### config.mk
export PLATFORM = sky130hd
export DESIGN_NAME = fpu_issue
export DESIGN_NICKNAME = d
export VERILOG_FILES = /design/src/rtl/fpu_pkg.sv /design/src/rtl/fpu_scoreboard.sv /design/src/rtl/fpu_issue.sv
export SDC_FILE = /design/constraint.sdc
export NUM_CORES = 1
export LEC_CHECK = 0
export BUFFER_PORTS_ARGS = -buffer_cell sky130_fd_sc_hd__buf_2
export CAP_MARGIN = 20
export CORE_ASPECT_RATIO = 0.7
export CORE_MARGIN = 4
export CORE_UTILIZATION = 41
export CTS_BUF_LIST = sky130_fd_sc_hd__clkbuf_16
export DETAILED_ROUTE_END_ITERATION = 16
export MAX_ROUTING_LAYER = met4
export PLACE_DENSITY = 0.71
export SYNTH_ARGS = -nofsm -noshare
export SYNTH_HDL_FRONTEND = slang
export SYNTH_SLANG_ARGS = --single-unit
### constraint.sdc
create_clock -name clk -period 3.25 [get_ports clk]
set_input_delay 0.4875 -clock clk [delete_from_list [all_inputs] [get_ports clk]]
set_output_delay 0.4875 -clock clk [all_outputs]
set_load 0.05 [all_outputs]
### src/rtl/fpu_pkg.sv
// fpu_pkg: shared constants, decode types and decode helper for the FPU issue stage.
//   OP_*      : major opcodes recognised by the issue stage
//   F5_*      : funct5 values of OP_FP instructions we handle
//   FPU_WB_LAT: cycles from issue until the FPU register write completes
//   decode()  : classifies an instruction into register read/write intent
package fpu_pkg;

    localparam int unsigned FPU_WB_LAT = 5;
    localparam int unsigned CNT_W      = 3;

    localparam logic [6:0] OP_FP  = 7'b1010011;
    localparam logic [6:0] OP_FLW = 7'b0000111;
    localparam logic [6:0] OP_FSW = 7'b0100111;

    localparam logic [4:0] F5_ADD     = 5'b00000;
    localparam logic [4:0] F5_SUB     = 5'b00001;
    localparam logic [4:0] F5_MUL     = 5'b00010;
    localparam logic [4:0] F5_CVT_W_S = 5'b11000;
    localparam logic [4:0] F5_CVT_S_W = 5'b11010;

    typedef enum logic [2:0] {
        OpNone,
        OpArith,
        OpItof,
        OpFtoi,
        OpLoad,
        OpStore
    } op_kind_e;

    typedef struct packed {
        op_kind_e   kind;
        logic       rd_fs1;  // reads float rs1
        logic       rd_fs2;  // reads float rs2
        logic       wr_fd;   // writes float rd
        logic [4:0] rs1;
        logic [4:0] rs2;
        logic [4:0] rd;
    } dec_t;

    function automatic dec_t decode(input logic [31:0] inst);
        dec_t d;
        d.kind   = OpNone;
        d.rd_fs1 = 1'b0;
        d.rd_fs2 = 1'b0;
        d.wr_fd  = 1'b0;
        d.rs1    = inst[19:15];
        d.rs2    = inst[24:20];
        d.rd     = inst[11:7];
        if (inst[6:0] == OP_FP) begin
            case (inst[31:27])
                F5_ADD, F5_SUB, F5_MUL: begin
                    d.kind   = OpArith;
                    d.rd_fs1 = 1'b1;
                    d.rd_fs2 = 1'b1;
                    d.wr_fd  = 1'b1;
                end
                F5_CVT_S_W: begin
                    // rs1 is an integer register, no float read
                    d.kind  = OpItof;
                    d.wr_fd = 1'b1;
                end
                F5_CVT_W_S: begin
                    d.kind   = OpFtoi;
                    d.rd_fs1 = 1'b1;
                end
                default: d.kind = OpNone;
            endcase
        end else if (inst[6:0] == OP_FLW) begin
            d.kind  = OpLoad;
            d.wr_fd = 1'b1;
        end else if (inst[6:0] == OP_FSW) begin
            d.kind   = OpStore;
            d.rd_fs2 = 1'b1;
        end
        return d;
    endfunction

endpackage

### src/rtl/fpu_scoreboard.sv
// fpu_scoreboard: per-float-register countdown scoreboard.
//   clk, rst_n          : clock, async active-low reset (clears all counters)
//   rd_addr_a/rd_addr_b : read ports, busy_a/busy_b high while that counter is nonzero
//   set_en, set_addr    : load counter set_addr with LOAD_VAL on this edge
// Every nonzero counter decrements each cycle; a load on the same edge wins.
module fpu_scoreboard #(
    parameter int unsigned LOAD_VAL = 5
) (
    input  logic       clk,
    input  logic       rst_n,
    input  logic [4:0] rd_addr_a,
    input  logic [4:0] rd_addr_b,
    output logic       busy_a,
    output logic       busy_b,
    input  logic       set_en,
    input  logic [4:0] set_addr
);
    import fpu_pkg::*;

    localparam logic [CNT_W-1:0] LOAD_CNT = CNT_W'(LOAD_VAL);

    logic [CNT_W-1:0] cnt_q [32];
    logic [CNT_W-1:0] cnt_d [32];

    always_comb begin
        for (int i = 0; i < 32; i++) begin
            cnt_d[i] = cnt_q[i];
            if (set_en && (set_addr == 5'(i))) begin
                cnt_d[i] = LOAD_CNT;
            end else if (cnt_q[i] != '0) begin
                cnt_d[i] = cnt_q[i] - CNT_W'(1);
            end
        end
    end

    always_ff @(posedge clk or negedge rst_n) begin
        if (!rst_n) begin
            for (int i = 0; i < 32; i++) begin
                cnt_q[i] <= '0;
            end
        end else begin
            for (int i = 0; i < 32; i++) begin
                cnt_q[i] <= cnt_d[i];
            end
        end
    end

    // Reads see the pre-edge value, so a self-dependent issue checks the old count.
    assign busy_a = (cnt_q[rd_addr_a] != '0);
    assign busy_b = (cnt_q[rd_addr_b] != '0);

endmodule

### src/rtl/fpu_issue.sv
// fpu_issue: integer-core side issue/return stage for the FPU.
//   clk, rst_n       : clock, async active-low reset (clears tracking state only)
//   inst_in          : instruction from decode, inst_valid marks it as a float op
//   int_operand      : integer rs1 value accompanying inst_in
//   inst_ready       : no float RAW hazard; issue = inst_valid && inst_ready
//   fpu_inst         : inst_in on an issue cycle, otherwise 0 (bubble)
//   fpu_from_intreg  : int_operand captured on an itof issue, held otherwise
//   fpu_enable_ftoi  : FPU float-to-int result strobe, fpu_to_intreg its data
//   int_wb_valid/rd/data : registered integer writeback of a ftoi result
//   ftoi_pending     : a ftoi op is in flight between issue and its result
module fpu_issue #(
    parameter int unsigned FPU_WB_LAT = 5
) (
    input  logic        clk,
    input  logic        rst_n,
    input  logic [31:0] inst_in,
    input  logic        inst_valid,
    input  logic [31:0] int_operand,
    output logic        inst_ready,
    output logic [31:0] fpu_inst,
    output logic [31:0] fpu_from_intreg,
    input  logic        fpu_enable_ftoi,
    input  logic [31:0] fpu_to_intreg,
    output logic        int_wb_valid,
    output logic [4:0]  int_wb_rd,
    output logic [31:0] int_wb_data,
    output logic        ftoi_pending
);
    import fpu_pkg::*;

    dec_t dec;
    logic busy_rs1;
    logic busy_rs2;
    logic hazard;
    logic issue;

    assign dec = decode(inst_in);

    fpu_scoreboard #(
        .LOAD_VAL (FPU_WB_LAT)
    ) u_sb (
        .clk       (clk),
        .rst_n     (rst_n),
        .rd_addr_a (dec.rs1),
        .rd_addr_b (dec.rs2),
        .busy_a    (busy_rs1),
        .busy_b    (busy_rs2),
        .set_en    (issue && dec.wr_fd),
        .set_addr  (dec.rd)
    );

    // Same-rd writers never block: equal latency means in-order completion.
    assign hazard     = (dec.rd_fs1 && busy_rs1) || (dec.rd_fs2 && busy_rs2);
    assign inst_ready = !hazard;
    assign issue      = inst_valid && inst_ready;
    assign fpu_inst   = issue ? inst_in : 32'h0;

    // Integer operand for itof, sampled by the FPU the cycle after issue.
    logic [31:0] from_int_q;

    always_ff @(posedge clk or negedge rst_n) begin
        if (!rst_n) begin
            from_int_q <= '0;
        end else if (issue && (dec.kind == OpItof)) begin
            from_int_q <= int_operand;
        end
    end

    assign fpu_from_intreg = from_int_q;

    // ftoi rd tracking: stage 0 holds the op issued last cycle, stage 1 is the head
    // whose result arrives this cycle. Shifts every cycle, so back-to-back issues
    // line up with back-to-back results.
    logic       s0_v_q, s1_v_q;
    logic [4:0] s0_rd_q, s1_rd_q;
    logic       wb_v_q;
    logic [4:0] wb_rd_q;
    logic [31:0] wb_data_q;
    logic       ftoi_err_q;  // sticky: result strobe with no tracked op (sim visibility)
    logic       accept;

    assign accept = fpu_enable_ftoi && s1_v_q;

    always_ff @(posedge clk or negedge rst_n) begin
        if (!rst_n) begin
            s0_v_q  <= 1'b0;
            s0_rd_q <= '0;
            s1_v_q  <= 1'b0;
            s1_rd_q <= '0;
        end else begin
            s0_v_q  <= issue && (dec.kind == OpFtoi);
            s0_rd_q <= dec.rd;
            s1_v_q  <= s0_v_q;
            s1_rd_q <= s0_rd_q;
        end
    end

    always_ff @(posedge clk or negedge rst_n) begin
        if (!rst_n) begin
            wb_v_q    <= 1'b0;
            wb_rd_q   <= '0;
            wb_data_q <= '0;
        end else begin
            wb_v_q <= accept;
            if (accept) begin
                wb_rd_q   <= s1_rd_q;
                wb_data_q <= fpu_to_intreg;
            end
        end
    end

    always_ff @(posedge clk or negedge rst_n) begin
        if (!rst_n) begin
            ftoi_err_q <= 1'b0;
        end else if (fpu_enable_ftoi && !s1_v_q) begin
            ftoi_err_q <= 1'b1;
        end
    end

    assign int_wb_valid = wb_v_q;
    assign int_wb_rd    = wb_rd_q;
    assign int_wb_data  = wb_data_q;
    assign ftoi_pending = s0_v_q || s1_v_q;

endmodule
==> results of run 1 <==
## power groups by stage
stage | logic, mW | registers, mW | clock network [mW]
6_report | 3.99 | 3.53 | 2.06
5_1_grt | 4.50 | 3.62 | 2.18
4_1_cts | 3.98 | 3.51 | 2.10
3_5_place_dp | 3.90 | 3.54 | 0
3_3_place_gp | 3.72 | 3.54 | 0
2_1_floorplan | 3.05 | 3.38 | 0
## placed cells by master (no fill, tap or decap), types with 5 or more instances in the layout
cell type,netlist,final
clkbuf_16,0,17
nor4b_1,11,11
o31ai_1,22,22
nor3_2,0,11
buf_4,0,33
dfrtp_1,178,178
nand2b_1,5,5
o21ai_1,25,25
nor2_1,38,37
a211oi_1,7,7
nand2_1,69,69
buf_12,0,7
buf_6,3,32
mux2i_1,31,31
nand3_1,30,30
nor3_4,0,20
a31oi_1,6,6
ha_1,64,64
nor3_1,67,36
o31a_1,18,18
a21oi_1,8,8
inv_6,0,5
o31ai_2,20,20
o21a_1,13,13
a2111o_1,5,5
o21ai_0,33,33
buf_2,17,170
nor2b_1,34,34
xnor2_1,32,32
mux2_2,70,70
inv_1,73,74
nor4_1,21,20
## sequential cells by signal (all words and copies together) (netlist names)
signal           flops
s0_rd_q              5
int_wb_data         32
int_wb_valid         1
u_sb.cnt_q          96
int_wb_rd            5
s1_v_q               1
s0_v_q               1
fpu_from_intreg     32
s1_rd_q              5
## timing repair
item | 4_1_cts | 5_1_grt
resized for setup | 71 | 12
pin swaps | 2 | 1
setup endpoints to repair | 32 | 32
## cell families (layout without fill, tap and decap cells)
| logic type | count (synthesis) | count (layout) | synth area share (%) |
|---|---|---|---|
| AND/OR/NAND/NOR | 309 | 309 | 15.9 |
| AO/OA/AOI/OAI | 181 | 181 | 13.4 |
| flip-flops | 178 | 178 | 43.4 |
| buffers and inverters | 128 | 349 | 5.11 |
| multiplexers | 105 | 105 | 11.6 |
| adder cells (fa/ha/maj) | 64 | 64 | 7.81 |
| XOR/XNOR | 32 | 32 | 2.73 |
| other | 0 | 1 | 0 |
## final cells by class
type | count | area, um^2 | share of cell area (%)
diodes | 1 | 2.50 | 0.0193
clock buffers | 17 | 425 | 3.28
clock inverters | 15 | 156 | 1.21
inverters | 73 | 274 | 2.11
multi-input cells | 691 | 5620 | 43.3
flip-flops and latches | 178 | 4450 | 34.4
well taps | 325 | 407 | 3.14
repair buffers | 244 | 1630 | 12.5
## worst max-delay path, delay by kind of cell (launching register included)
family          cells  cell delay, ns
simple gates        3            0.95
flops               1            0.38
buf+inv             2            0.39
compound gates      3            0.72
## layer usage
metal | GRT usage (%) | share of wire (%) | up-vias
met1 | 29.8 | 46 | 4167
met3 | 4.47 | 7.2 | 47
met5 | - | 0 | -
li1 | - | - | 4008
met2 | 29.8 | 45 | 298
met4 | 5.29 | 1.5 | 0
## stage by stage
| step | utilization [%] | worst slack, ns | setup TNS (ns) |
|---|---|---|---|
| floorplan | - | -0.182 | -4.29 |
| global placement | 49.0 | -0.00532 | -0.0406 |
| detailed placement | 49.0 | -0.0564 | -0.836 |
| CTS | 52.3 | -0.115 | -2.67 |
| global route | 52.6 | -0.226 | -6.03 |
| finish | 52.6 | -0.110 | -2.49 |
## path summary, 6_finish.rpt
kind	startpoint	endpoint	slack, ns	cells past startpoint
min reg2reg	s0_rd_q[2]	s1_rd_q[2]	0.34	0
min in group clk	int_operand[2]	fpu_from_intreg[2]	0.27	2
max	u_sb.cnt_q[61]	fpu_inst[11]	-0.11	8
min	rst_n	u_sb.cnt_q[53]	-0.005	1
max in group asynchronous	rst_n	u_sb.cnt_q[20]	2.46	2
max reg2reg	u_sb.cnt_q[65]	s0_v_q	0.51	7
==> impl_metrics.tcl, run 1 <==
set metrics [dict create \
    power_frac_comb_pct 41.6 \
    syn_area_um2 10300 \
    io_pins 204 \
    synth_edf_count 0 \
    ant_nets 0 \
    hpwlAfterDp_um 21500 \
    ys_warn_count 0 \
    design_area_um2 13000 \
    clkTransAtPathRegs_ns 0.07 \
    p_leak_nw 6.21 \
    routed_wl_um 28700 \
    fin_crit_sh_pct 103 \
    vias_per_cell 5.52 \
    finalWorstSetupSlack_ns -0.110 \
    yosysSeqAreaShare_pct 43.4 \
    avgRoutedWirePerCell_um 18.6 \
    fp.dieW_um 197 \
    internal_power_mw 5.98 \
    status "finished with violations" \
    setup_viol 32 \
    p_sw_mw 3.60 \
    cp_cell_sequence "or4_1, a32o_2, a2111oi_4, or3_4, o22ai_4, buf_12, nor3_2, buf_6" \
    yosysMostFrequentCell "dfrtp_1" \
    core_um2 24600 \
    tritoncts "built" \
    drtIter0Drc 646 \
    cp.arrival_ns 2.87 \
    synth_nets 1161 \
    violations "hold timing, setup timing" \
    end_kind "output pin" \
    rows 48 \
    syn_to_final_growth_pct 26.4 \
    synthCells 997 \
    synth.area.top_cells "dfrtp_1, ha_1, mux2_2" \
    routabilityCongestion 0.976 \
    synth_cell_type_count 59 \
    ys_seq_elements 178 \
    ys_async_sr_fraction_pct 100 \
    yosysTopAreaCell "dfrtp_1" \
    via_count 8520 \
    grt_use_total_pct 20.7 \
    max_freq_mhz 298 \
    first_pass_iters 5 \
    clock_latency_ns 0.45 \
    total_power_mw 9.58 \
    synth_area_per_cell_um2 10.3 \
    finalHoldViolations 3 \
    slew_violations 0 \
    p_per_area_nw_per_um2 739 \
    numPortBuffers 203 \
    grt_pass1_vias 8083 \
    maxCapViolations 0 \
    hold_class "input pin to asynchronous set/reset pin" \
    cts_hold_buffers 0 \
    die_h_um 140 \
    cp_max_fo 19 \
    hold-worst-slack_ns -0.00478 \
    synth-main-ff-cell "dfrtp_1" \
    cp_slowest_stage_delay_ns 0.53 \
    placed_area_um2 12100 \
    clock_skew_ns 0.0119 \
    critPathSlowestCell "or4_1" \
    clk_path_buf_depth 2 \
    synth_top_cells_by_count "dfrtp_1, inv_1, mux2_2" \
    grt_max_degree 93 \
    grt_first_pass_wirelength_um 44500 \
    start_util_pct 41.6 \
    power.share.sequential_pct 36.9 \
    cts_buffers 17 \
    sw_frac_of_total_pct 37.5 \
    relSlewSlack_pct 45.7 \
    cp.required_ns 2.76 \
    overflow 0 \
    drc 0 \
    nFillCells 2141 \
    cts_max_level 4 \
    rsz0062_at_grt "yes" \
    pwr-share-clk_pct 21.5 \
    cts_setup_buffers 0 \
    crit_path_start_kind "flip-flop" \
    nets 1369 \
    dieArea_um2 27600 \
    clock_sinks 178 \
    layout_min_cycle_time_ns 3.36 \
    path_class "flip-flop to output pin" \
    final_cells 1544 \
    cts-root-buf "clkbuf_16" \
    antenna_found_initial 1 \
    dp_cells 1510 \
    max-vdd-ir-drop_v 0.000504 \
    yosys.area.top_type_share_pct 43.4 \
    worstMarginPinSlew_ns 0.813 \
    layout-drive-gt1-share_pct 33.6 \
]
Power figures use the tool's default switching activity.
==> inputs of run 2 (changes only) <==
--- a/config.mk
+++ b/config.mk
@@ -16,2 +16,3 @@
 export PLACE_DENSITY = 0.71
+export SLEW_MARGIN = 10
 export SYNTH_ARGS = -nofsm -noshare
==> constraint.sdc (replaced) <==
create_clock -name clk -period 3.25 [get_ports clk]
set_input_delay 0 -clock clk [delete_from_list [all_inputs] [get_ports clk]]
set_output_delay 0 -clock clk [all_outputs]
set_load 0.05 [all_outputs]
==> run 2 against run 1 <==
The flow now finishes without violations. Via count increased by 1.8%. First-iteration DRC count decreased by 17%. Cell count increased by 3.1%. Wire length increased by 1.1%. Sequential cell count unchanged. Clock power about the same. Count of clock-buffer cells in the layout unchanged. Worst hold slack improved by 0.038 ns. Sequential power about the same. Critical path type unchanged. Largest cell class unchanged. Largest power group unchanged.
==> impl_metrics.tcl, run 2 (synthesized netlist as in run 1, its figures left out) <==
set metrics [dict create \
    die_h_um 140 \
    n_antenna_cell 0 \
    antenna_found_initial 0 \
    numPortBuffers 203 \
    largest_reg_flops 96 \
    core_um2 24600 \
    nets 1418 \
    cts_buffers 17 \
    fin_crit_sh_pct 98.3 \
    syn_to_final_growth_pct 27.1 \
    layout_common_cells "dfrtp_1, buf_2, inv_1, dlygate4sd3_1, mux2_2" \
    cp_max_fo 38 \
    finalHoldViolations 0 \
    reg2reg_to "u_sb.cnt_q[48]" \
    layout_commonest_cell "dfrtp_1" \
    fp.dieW_um 197 \
    grt_first_pass_wirelength_um 45600 \
    tritoncts "built" \
    layout_min_cycle_time_ns 3.20 \
    slew_violations 0 \
    cts-root-buf "clkbuf_16" \
    ant_nets 0 \
    clock_sinks 178 \
    seqCellArea_um2 4450 \
    first_pass_iters 5 \
    cts_setup_buffers 0 \
    rsz0062_at_grt "yes" \
    total_power_mw 9.43 \
    cp.arrival_ns 3.20 \
    setup_viol 0 \
    drtIter0Drc 536 \
    clk_path_buf_depth 2 \
    status "complete, no violations" \
    io_pins 204 \
    multi_input_area_um2 5320 \
    max-vdd-ir-drop_v 0.000412 \
    overflow 0 \
    dieArea_um2 27600 \
    cp.required_ns 3.25 \
    clock_skew_ns 0.0130 \
    max_freq_mhz 313 \
    via_count 8676 \
    hpwlAfterDp_um 20000 \
    worstReg2RegStart "u_sb.cnt_q[53]" \
    grt_max_degree 77 \
    vias_per_cell 5.45 \
    p_per_area_nw_per_um2 724 \
    path_class "flip-flop to output pin" \
    largest-register "u_sb.cnt_q" \
    end_kind "output pin" \
    hold_class "input pin to flip-flop" \
    maxCapViolations 0 \
    drc 0 \
    final_cells 1592 \
    grt_use_total_pct 21.2 \
    layout-drive-gt1-share_pct 28.3 \
    clock_latency_ns 0.45 \
    crit_path_start_kind "flip-flop" \
    rows 48 \
    holdPathStages 3 \
    dp_cells 1489 \
    r2r_cells 6 \
    reg2reg_slack_ns 0.52 \
    avgRoutedWirePerCell_um 18.2 \
    cts_max_level 4 \
    relSlewSlack_pct 34.7 \
    grt_pass1_vias 8564 \
    worstMarginPinSlew_ns 0.954 \
    routed_wl_um 29100 \
    clkTransAtPathRegs_ns 0.08 \
    start_util_pct 41.6 \
    p_leak_nw 6.25 \
    nFillCells 2126 \
    routabilityCongestion 0.918 \
    min_to "s0_v_q" \
    worstHoldStart "inst_in[29]" \
]
-- run 2: cell count changes in the layout (fill, tap and decap cells not counted), moves of 3 or more --
cell | before | now
buf_12 | 7 | 4
buf_2 | 170 | 173
buf_6 | 32 | 3
clkbuf_4 | 0 | 7
clkinv_4 | 4 | 1
clkinvlp_4 | 0 | 4
dlygate4sd3_1 | 0 | 71
inv_6 | 5 | 2
inv_8 | 0 | 6
nor3_1 | 36 | 64
nor3_2 | 11 | 3
nor3_4 | 20 | 0
-- run 2: worst max path at each step --
stage	from	endpoint	slack, ns
floorplan	u_sb.cnt_q[48]	fpu_inst[10]	0.07
detailed placement	inst_in[17]	u_sb.cnt_q[48]	0.52
global route	u_sb.cnt_q[48]	fpu_inst[11]	-0.1
finish	u_sb.cnt_q[48]	fpu_inst[4]	0.05
CTS	u_sb.cnt_q[48]	fpu_inst[22]	0.05
global placement	inst_in[17]	u_sb.cnt_q[48]	0.54
-- run 2: layout make-up --
type                       count  area share, %
inverter                      73           2.10
tap                          325           3.12
timing repair buffer         293           15.4
clock buffer                  17           3.26
clock inverter                15           1.10
multi-input combinational    691           40.8
sequential                   178           34.2
-- run 2: through the flow --
stage               setup WS [ns]  cell area, um^2  utilization (%)  TNS (ns)  hold WS [ns]
global route              -0.0957            13000             52.9    -0.232        0.0264
global placement            0.543            11600             47.3         0        0.0794
CTS                        0.0491            12900             52.5         0        0.0230
finish                     0.0541            13000             52.9         0        0.0334
detailed placement          0.522            11600             47.3         0        0.0832
floorplan                  0.0702            10300                -         0        -0.296
-- run 2: routing by layer --
metal	share of wire, %	wire [um]	track usage (%)
met5	0	0	-
met4	2.2	627	5.87
met3	8.0	2320	5.63
met2	45	13100	31.6
met1	45	13000	28.7
-- run 2: power by group --
group          total [mW]  leakage [nW]  switching, mW  internal [mW]
combinational        3.89          3.72           1.99           1.90
clock                2.04         0.268           1.02           1.02
sequential           3.51          2.26          0.614           2.89
-- run 2: worst max-delay path, cell delays in order, from the launching register on --
cell and delay (ns):
dfrtp_1 0.45, or4b_1 0.55, a32o_1 0.27, a2111oi_2 0.36, or3_4 0.21, o22ai_4 0.11, buf_12 0.23, nor3_1 0.26
clkbuf_4 0.29
-- run 2: what timing repair did --
item                                    4_1_cts  5_1_grt
endpoints found under the setup margin        0       32
hold buffers                                 71        0
gates resized for setup                       0       61
endpoints found under the hold margin       142        0
==> inputs of run 3 (changes only) <==
ABC_AREA = 1   (was not set)
==> run 3 against run 2 <==
Power decreased by 1.1%. Final area about the same. Via count rose by 15%. Clock power is essentially flat. Synthesized area rose by 1.6%. Cell count grew 26%. Core utilization is 0.42 points lower.
==> impl_metrics.tcl, run 3 <==
set metrics [dict create \
    ys_async_sr_fraction_pct 100 \
    synthCells 1401 \
    first_pass_iters 6 \
    io_pins 204 \
    ys_seq_elements 178 \
    power.share.sequential_pct 36.2 \
    numPortBuffers 203 \
    fp.dieW_um 198 \
    status "complete, no violations" \
    cts_max_level 4 \
    routed_wl_um 31300 \
    grt_first_pass_wirelength_um 50000 \
    dp_cells 1894 \
    reg2reg_slack_ns 0.71 \
    internal_power_mw 5.51 \
    synth.area.top_cells "dfrtp_1, nand2_1, ha_1" \
    maxCapViolations 0 \
    critPathSlowestCell "o221ai_2" \
    hold_class "input pin to flip-flop" \
    grt_max_degree 62 \
    tritoncts "built" \
    nets 1825 \
    cp_max_fo 13 \
    routabilityCongestion 0.959 \
    cp_cell_sequence "dlygate4sd3_1, buf_2, nor4_2, dlygate4sd3_1, nand2_1, o221ai_2, nand4_1, inv_1, nand3_1, nand2_1" \
    vias_per_cell 4.97 \
    synth_top_cells_by_count "nand2_1, dfrtp_1, inv_1" \
    synth_edf_count 0 \
    die_h_um 141 \
    p_leak_nw 7.56 \
    layout_commonest_cell "nand2_1" \
    largest-register "u_sb.cnt_q" \
    r2r_cells 16 \
    crit_path_start_kind "input pin" \
    setup_viol 0 \
    avgRoutedWirePerCell_um 15.6 \
    worstReg2RegStart "u_sb.cnt_q[33]" \
    overflow 0 \
    startpoint "inst_in[2]" \
    hold-worst-slack_ns 0.0669 \
    cp.required_ns 3.63 \
    clock_sinks 178 \
    synth_nets 1565 \
    layout_min_cycle_time_ns 2.92 \
    tns_ns 0 \
    fin_crit_sh_pct 90.0 \
    slew_violations 0 \
    synth-main-ff-cell "dfrtp_1" \
    drtIter0Drc 847 \
    max-vdd-ir-drop_v 0.000412 \
    grt_use_total_pct 23.1 \
    clk_path_buf_depth 2 \
    worstMarginPinSlew_ns 0.971 \
    cts-root-buf "clkbuf_16" \
    yosysSeqAreaShare_pct 42.8 \
    drc 0 \
    syn_to_final_growth_pct 25.0 \
    sw_frac_of_total_pct 41.0 \
    antenna_found_initial 1 \
    cts_setup_buffers 0 \
    start_util_pct 42.0 \
    cts_buffers 17 \
    ys_warn_count 0 \
    synth_area_per_cell_um2 7.43 \
    power_frac_comb_pct 41.8 \
    finalHoldViolations 0 \
    hpwlAfterDp_um 22200 \
    end_kind "flip-flop" \
    p_per_area_nw_per_um2 716 \
    synth_cell_type_count 28 \
    dieArea_um2 28100 \
    cp.arrival_ns 3.31 \
    cp_slowest_stage_delay_ns 0.64 \
    max_freq_mhz 342 \
    path_class "input pin to flip-flop" \
    largest_reg_flops 96 \
    yosysMostFrequentCell "nand2_1" \
    grt_pass1_vias 9807 \
    crit_path_end "u_sb.cnt_q[48]" \
    clkTransAtPathRegs_ns 0.07 \
    clock_latency_ns 0.44 \
    finalWorstSetupSlack_ns 0.325 \
    yosys.area.top_type_share_pct 42.8 \
    core_um2 24800 \
    pwr-share-clk_pct 22.0 \
    ant_nets 0 \
    syn_area_um2 10400 \
    layout_common_cells "nand2_1, buf_2, dfrtp_1, inv_1, nor2_1" \
    final_cells 2001 \
    dp_slack_ns 0.437 \
    p_sw_mw 3.82 \
    yosysTopAreaCell "dfrtp_1" \
    rsz0062_at_grt "no" \
    rows 48 \
    total_power_mw 9.33 \
    layout-drive-gt1-share_pct 15.6 \
    clock_skew_ns 0.0102 \
    reg2reg_to "fpu_from_intreg[2]" \
    via_count 9954 \
    relSlewSlack_pct 34.7 \
]
[run 3: worst min-delay path by stage]
stage                start                  to  slack, ns  cells past startpoint
2_1_floorplan        rst_n  fpu_from_intreg[0]      -0.30                      0
3_3_place_gp         rst_n     int_wb_data[30]       0.02                      1
3_5_place_dp         rst_n     int_wb_data[30]       0.03                      1
4_1_cts        inst_in[27]              s0_v_q       0.06                      4
5_1_grt        inst_in[27]              s0_v_q       0.09                      4
6_report       inst_in[27]              s0_v_q       0.07                      4
[run 3: through the flow]
stage / util, % / instance area [um^2]
after floorplan: - / 10400
after global placement: 47.2 / 11700
after detailed placement: 47.2 / 11700
after CTS: 52.4 / 13000
after global routing: 52.5 / 13000
final: 52.5 / 13000
[run 3: layout make-up]
class	instances	area (um^2)
repair buffers	290	1880
fillers	2302	11800
diodes	2	5.00
well taps	325	407
clock inverters	15	153
flip-flops and latches	178	4450
clock buffers	17	425
multi-input cells	1001	5050
inverters	173	649
[run 3: cells by family (layout without fill, tap and decap cells)]
family / Yosys count / after routing / share of synthesized area (%)
flip-flops: 178 / 178 / 42.8
buffers and inverters: 222 / 495 / 8.79
XOR/XNOR: 64 / 64 / 5.38
multiplexers: 6 / 6 / 0.577
AND/OR/NAND/NOR: 810 / 810 / 31.9
AO/OA/AOI/OAI: 57 / 57 / 2.88
other: 0 / 2 / 0
adder cells (fa/ha/maj): 64 / 64 / 7.69
[run 3: power by group through the flow]
stage	clock network (mW)	registers, mW	logic, mW
3_3_place_gp	0	3.38	3.62
2_1_floorplan	0	3.27	3.02
5_1_grt	2.19	3.45	4.55
6_report	2.05	3.38	3.90
3_5_place_dp	0	3.38	3.82
4_1_cts	2.11	3.36	3.90
[run 3: repair_timing]
action	CTS	global route
endpoints found under the hold margin	127	0
gates resized for setup	0	1
setup endpoints to repair	0	1
hold buffers	72	0
[run 3: per-layer routing]
metal  routed length [um]  GRT usage [%]  vias to the layer above
met5                    0              -                        -
met4                 1110           9.24                        0
met2                13500           34.6                      429
met3                 2950           6.10                       63
li1                     -              -                     4836
met1                13700           30.0                     4626
[run 3: worst max-delay path: cells and delay by family]
kind	cells	cell delay, ns
AOI/OAI and AO/OA	1	0.64
and+or+nand+nor	5	1.15
buffers and inverters	4	1.50
